`src/rtl/bcd_step_counter.sv`:
```
// Prescaled single-digit BCD up/down counter with synchronous load.
// The digit bits ina..ind are register outputs and feed the downstream code converter directly.
`timescale 1ns/1ps
module bcd_step_counter #(
  parameter int unsigned DIV = 4
) (
  input  logic       clk,
  input  logic       rst_n,
  input  logic       en,
  input  logic       up,
  input  logic       load,
  input  logic [3:0] ld_val,
  output logic       ina,
  output logic       inb,
  output logic       inc,
  output logic       ind,
  output logic       tc,
  output logic       load_err
);

  localparam int unsigned PW = (DIV > 1) ? $clog2(DIV) : 1;
  localparam logic [PW-1:0] PRE_MAX = PW'(DIV - 1);

  logic [3:0]    digit;
  logic [3:0]    digit_nxt;
  logic [PW-1:0] pre_cnt;
  logic [PW-1:0] pre_nxt;
  logic          tc_nxt;
  logic          err_nxt;
  logic          tick;

  always_comb begin
    tick      = en && (pre_cnt == PRE_MAX);
    digit_nxt = digit;
    pre_nxt   = pre_cnt;
    tc_nxt    = 1'b0;
    err_nxt   = 1'b0;
    // A load of either kind takes the whole cycle, so an illegal value also swallows the tick.
    if (load) begin
      if (ld_val <= 4'd9) begin
        digit_nxt = ld_val;
        pre_nxt   = '0;
      end else begin
        err_nxt = 1'b1;
      end
    end else if (en) begin
      pre_nxt = tick ? '0 : pre_cnt + PW'(1);
      if (tick) begin
        if (up) begin
          if (digit == 4'd9) begin
            digit_nxt = 4'd0;
            tc_nxt    = 1'b1;
          end else begin
            digit_nxt = digit + 4'd1;
          end
        end else begin
          if (digit == 4'd0) begin
            digit_nxt = 4'd9;
            tc_nxt    = 1'b1;
          end else begin
            digit_nxt = digit - 4'd1;
          end
        end
      end
    end
  end

  always_ff @(posedge clk or negedge rst_n) begin
    if (!rst_n) begin
      digit    <= '0;
      pre_cnt  <= '0;
      tc       <= 1'b0;
      load_err <= 1'b0;
    end else begin
      digit    <= digit_nxt;
      pre_cnt  <= pre_nxt;
      tc       <= tc_nxt;
      load_err <= err_nxt;
    end
  end

  assign {ina, inb, inc, ind} = digit;

endmodule

```
`config.mk`:
```
export PLATFORM = sky130hd
export DESIGN_NAME = bcd_step_counter
export DESIGN_NICKNAME = d
export VERILOG_FILES = /design/src/rtl/bcd_step_counter.sv
export SDC_FILE = /design/constraint.sdc
export NUM_CORES = 1
export LEC_CHECK = 0
export ABC_AREA = 1
export BUFFER_PORTS_ARGS = -buffer_cell sky130_fd_sc_hd__buf_4
export CORE_UTILIZATION = 35
export DETAILED_ROUTE_END_ITERATION = 6
export PLACE_DENSITY = 0.64
export SLEW_MARGIN = 20
export SYNTH_ARGS = -nofsm -noshare
export SYNTH_HDL_FRONTEND = slang
export SYNTH_SLANG_ARGS = --single-unit
export TNS_END_PERCENT = 10
```
`constraint.sdc`:
```
create_clock -name clk -period 1.6 [get_ports clk]
set_clock_uncertainty 0.1 [all_clocks]
set_input_delay 0.32 -clock clk [delete_from_list [all_inputs] [get_ports clk]]
set_output_delay 0.32 -clock clk [all_outputs]
set_load 0.005 [all_outputs]
```
==> metrics <==
outcome=completed; Net Sw Frac=0.390; Avg Cell Area, Syn=6.69 um2; Worst Hold Class=primary input to flop; Pint=0.000490 W; # DRC=0; CTS Hold Bufs=1; worst r2r path cells=7; relative slew slack=0.758; hpwl dp=911 um; critical path arrival=1.44 ns; worst-path fanout max=6; Top-Level Pins=15; Die Width=41.1 um; proportion of layout cells with a drive suffix above 1=0.235; Worst-Skew Late Latency=0.26 ns; setup_tns=0 ns; met3 wire len=81 um; Period Utilization, post-route=0.863; routed wire length=1200 um; post-synth top area cell=dfrtp_1; post-CTS sizing=0; Final Hold Slack=0.236 ns; wire per inst=10.7 um; Synth Net Count=90; Final min period=1.38 ns; initial core utilization=0.392; Filler cells=143; worst r2r src=pre_cnt[0]; Synth Warn #=0; Crit. End Element=flop; Post-CTS Setup Bufs=0; Total Routing Usage GR=0.198; vias=566; fin nets=110; Port Buffers=14; hold depth=3; R2R Path End=digit[1]; top cells by area, synth=dfrtp_1 37%, nand2_1 18%, nand3_1 13%, nor2_1 6.3%, inv_1 4.9%; Clock Power Share=0.198; Core Area=0.00137 mm2; first-pass GRT wire length=2040 um; Max Slew Vio Count=0; worst setup path start=pre_cnt[0]; chip height=41.1 um; Hold Vio Cnt, Final=0; Overflow after GRT=0; FMAX=724 MHz; area of the multi-input gates=302 um2; CP startpoint kind=flop; Yosys top cell area share=0.374; setup slack, reg-to-reg=0.22 ns; Layout area overhead=29.2%; post-route design area=692 um2; Synth Cell Area=536 um2; CTS HTree Levels=1; drt via density=5.01; largest net degree at the start of global routing=11; part of the power in registers=0.394; # Max-Cap Violations=0; RSZ-0062 raised after global routing=no; post-route ant nets=0; Area after DPL=659 um2; post-synth cell types=15; clk buf depth=2; clk slew on worst S/H paths=0.06 ns; detailed router's first-iteration violation count=27; Gate power share=0.408; First-pass DRT Iterations=4; CTS tree=done; diode count=0; P_sw=0.000314 W; antenna violations before repair=0; Seq/Total Area, Yosys=0.374; Crit path required time=1.66 ns; number of global-route vias before repair=481; peak supply drop=654 uV; Met1 Wirelength=579 um; Crit Path Category=flop to flop; worst slew pin tran=0.359 ns; LEAKAGE=0.384 nW; Root Buffer Master=clkbuf_4; Setup crit end=digit[1]; site row count=13; die area=0.00169 mm2; Tot Pwr=0.000804 W; post-synthesis instance total=80; gp weighted congestion=0.772; total CTS buffers=3; Reg area=200 um2; Sink Count=8; WL met2=511 um; Max Used Layer=met4; number of synthesized register bits=8; Power Density=1160 mW/mm2; endpoints failing setup=0
==> cells by family after synthesis <==
kind of cell / after synthesis / synth area share
AOI/OAI and AO/OA: 7 / 0.0748
adders and majority gates: 1 / 0.0234
buffers and inverters: 9 / 0.0631
DFF: 8 / 0.374
and+or+nand+nor: 55 / 0.465
==> routing by layer <==
metal | global-route usage | vias up
met5 | 0 | -
met3 | 0.0978 | 4
li1 | - | 300
met1 | 0.254 | 244
met4 | 0.137 | 0
met2 | 0.250 | 18
==> per-stage QoR <==
stage	util	cells	worst slack, ns
floorplan	-	80	0.325
global placement	0.483	109	0.224
detailed placement	0.483	109	0.215
CTS	0.506	113	0.208
global route	0.506	113	0.0475
finish	0.506	113	0.219
==> final cells by class <==
| type | instances | share of cell area |
|---|---|---|
| clock buffer | 3 | 0.0325 |
| inverter | 9 | 0.0488 |
| multi-input combinational | 63 | 0.436 |
| sequential | 8 | 0.289 |
| tap | 15 | 0.0271 |
| timing repair buffer | 15 | 0.166 |
==> critical path, cell delays in order (launching register included) <==
cell	delay [ns]
dfrtp_1	0.39
ha_1	0.24
nand3_4	0.11
inv_2	0.05
a21oi_2	0.22
nor2_1	0.07
nand2_1	0.07
nand2_1	0.04
==> how the worst min path moves through the flow <==
| stage | start | endpoint |
|---|---|---|
| final | en | pre_cnt[1] |
| after global routing | en | pre_cnt[1] |
| after CTS | en | pre_cnt[1] |
| after detailed placement | rst_n | tc |
| after global placement | rst_n | tc |
| after floorplan | rst_n | digit[0] |
==> cell usage in the layout, fill, tap and decap left out, types with 2 or more instances in the layout <==
cell / netlist / routed
clkbuf_4: 0 / 3
or2_2: 2 / 2
nor2_1: 9 / 9
inv_1: 7 / 7
nand3_1: 14 / 14
buf_4: 0 / 14
o21ai_0: 2 / 2
inv_2: 2 / 2
dfrtp_1: 8 / 8
nand4_1: 2 / 2
nand2_1: 26 / 26
a21oi_1: 3 / 3
==> synthesized netlist by cell type, drive strengths merged <==
master,number
inv,9
ha,1
nand3,15
a21oi,4
nand4,2
nor3,1
or2,2
nand2,26
dfrtp,8
a31oi,1
nor2,9
o21ai,2
==> registers in the layout (all words and copies together) (netlist names) <==
signal / flops
digit: 4
load_err: 1
pre_cnt: 2
tc: 1
==> power by group through the flow <==
| stage | sequential (W) | combinational (W) | clock, W |
|---|---|---|---|
| detailed placement | 0.000319 | 0.000327 | 0 |
| global route | 0.000328 | 0.000387 | 0.000173 |
| CTS | 0.000316 | 0.000329 | 0.000168 |
| finish | 0.000317 | 0.000328 | 0.000159 |
| global placement | 0.000321 | 0.000324 | 0 |
| floorplan | 0.000307 | 0.000222 | 0 |
Note: power is estimated with default switching activity, not from simulation.
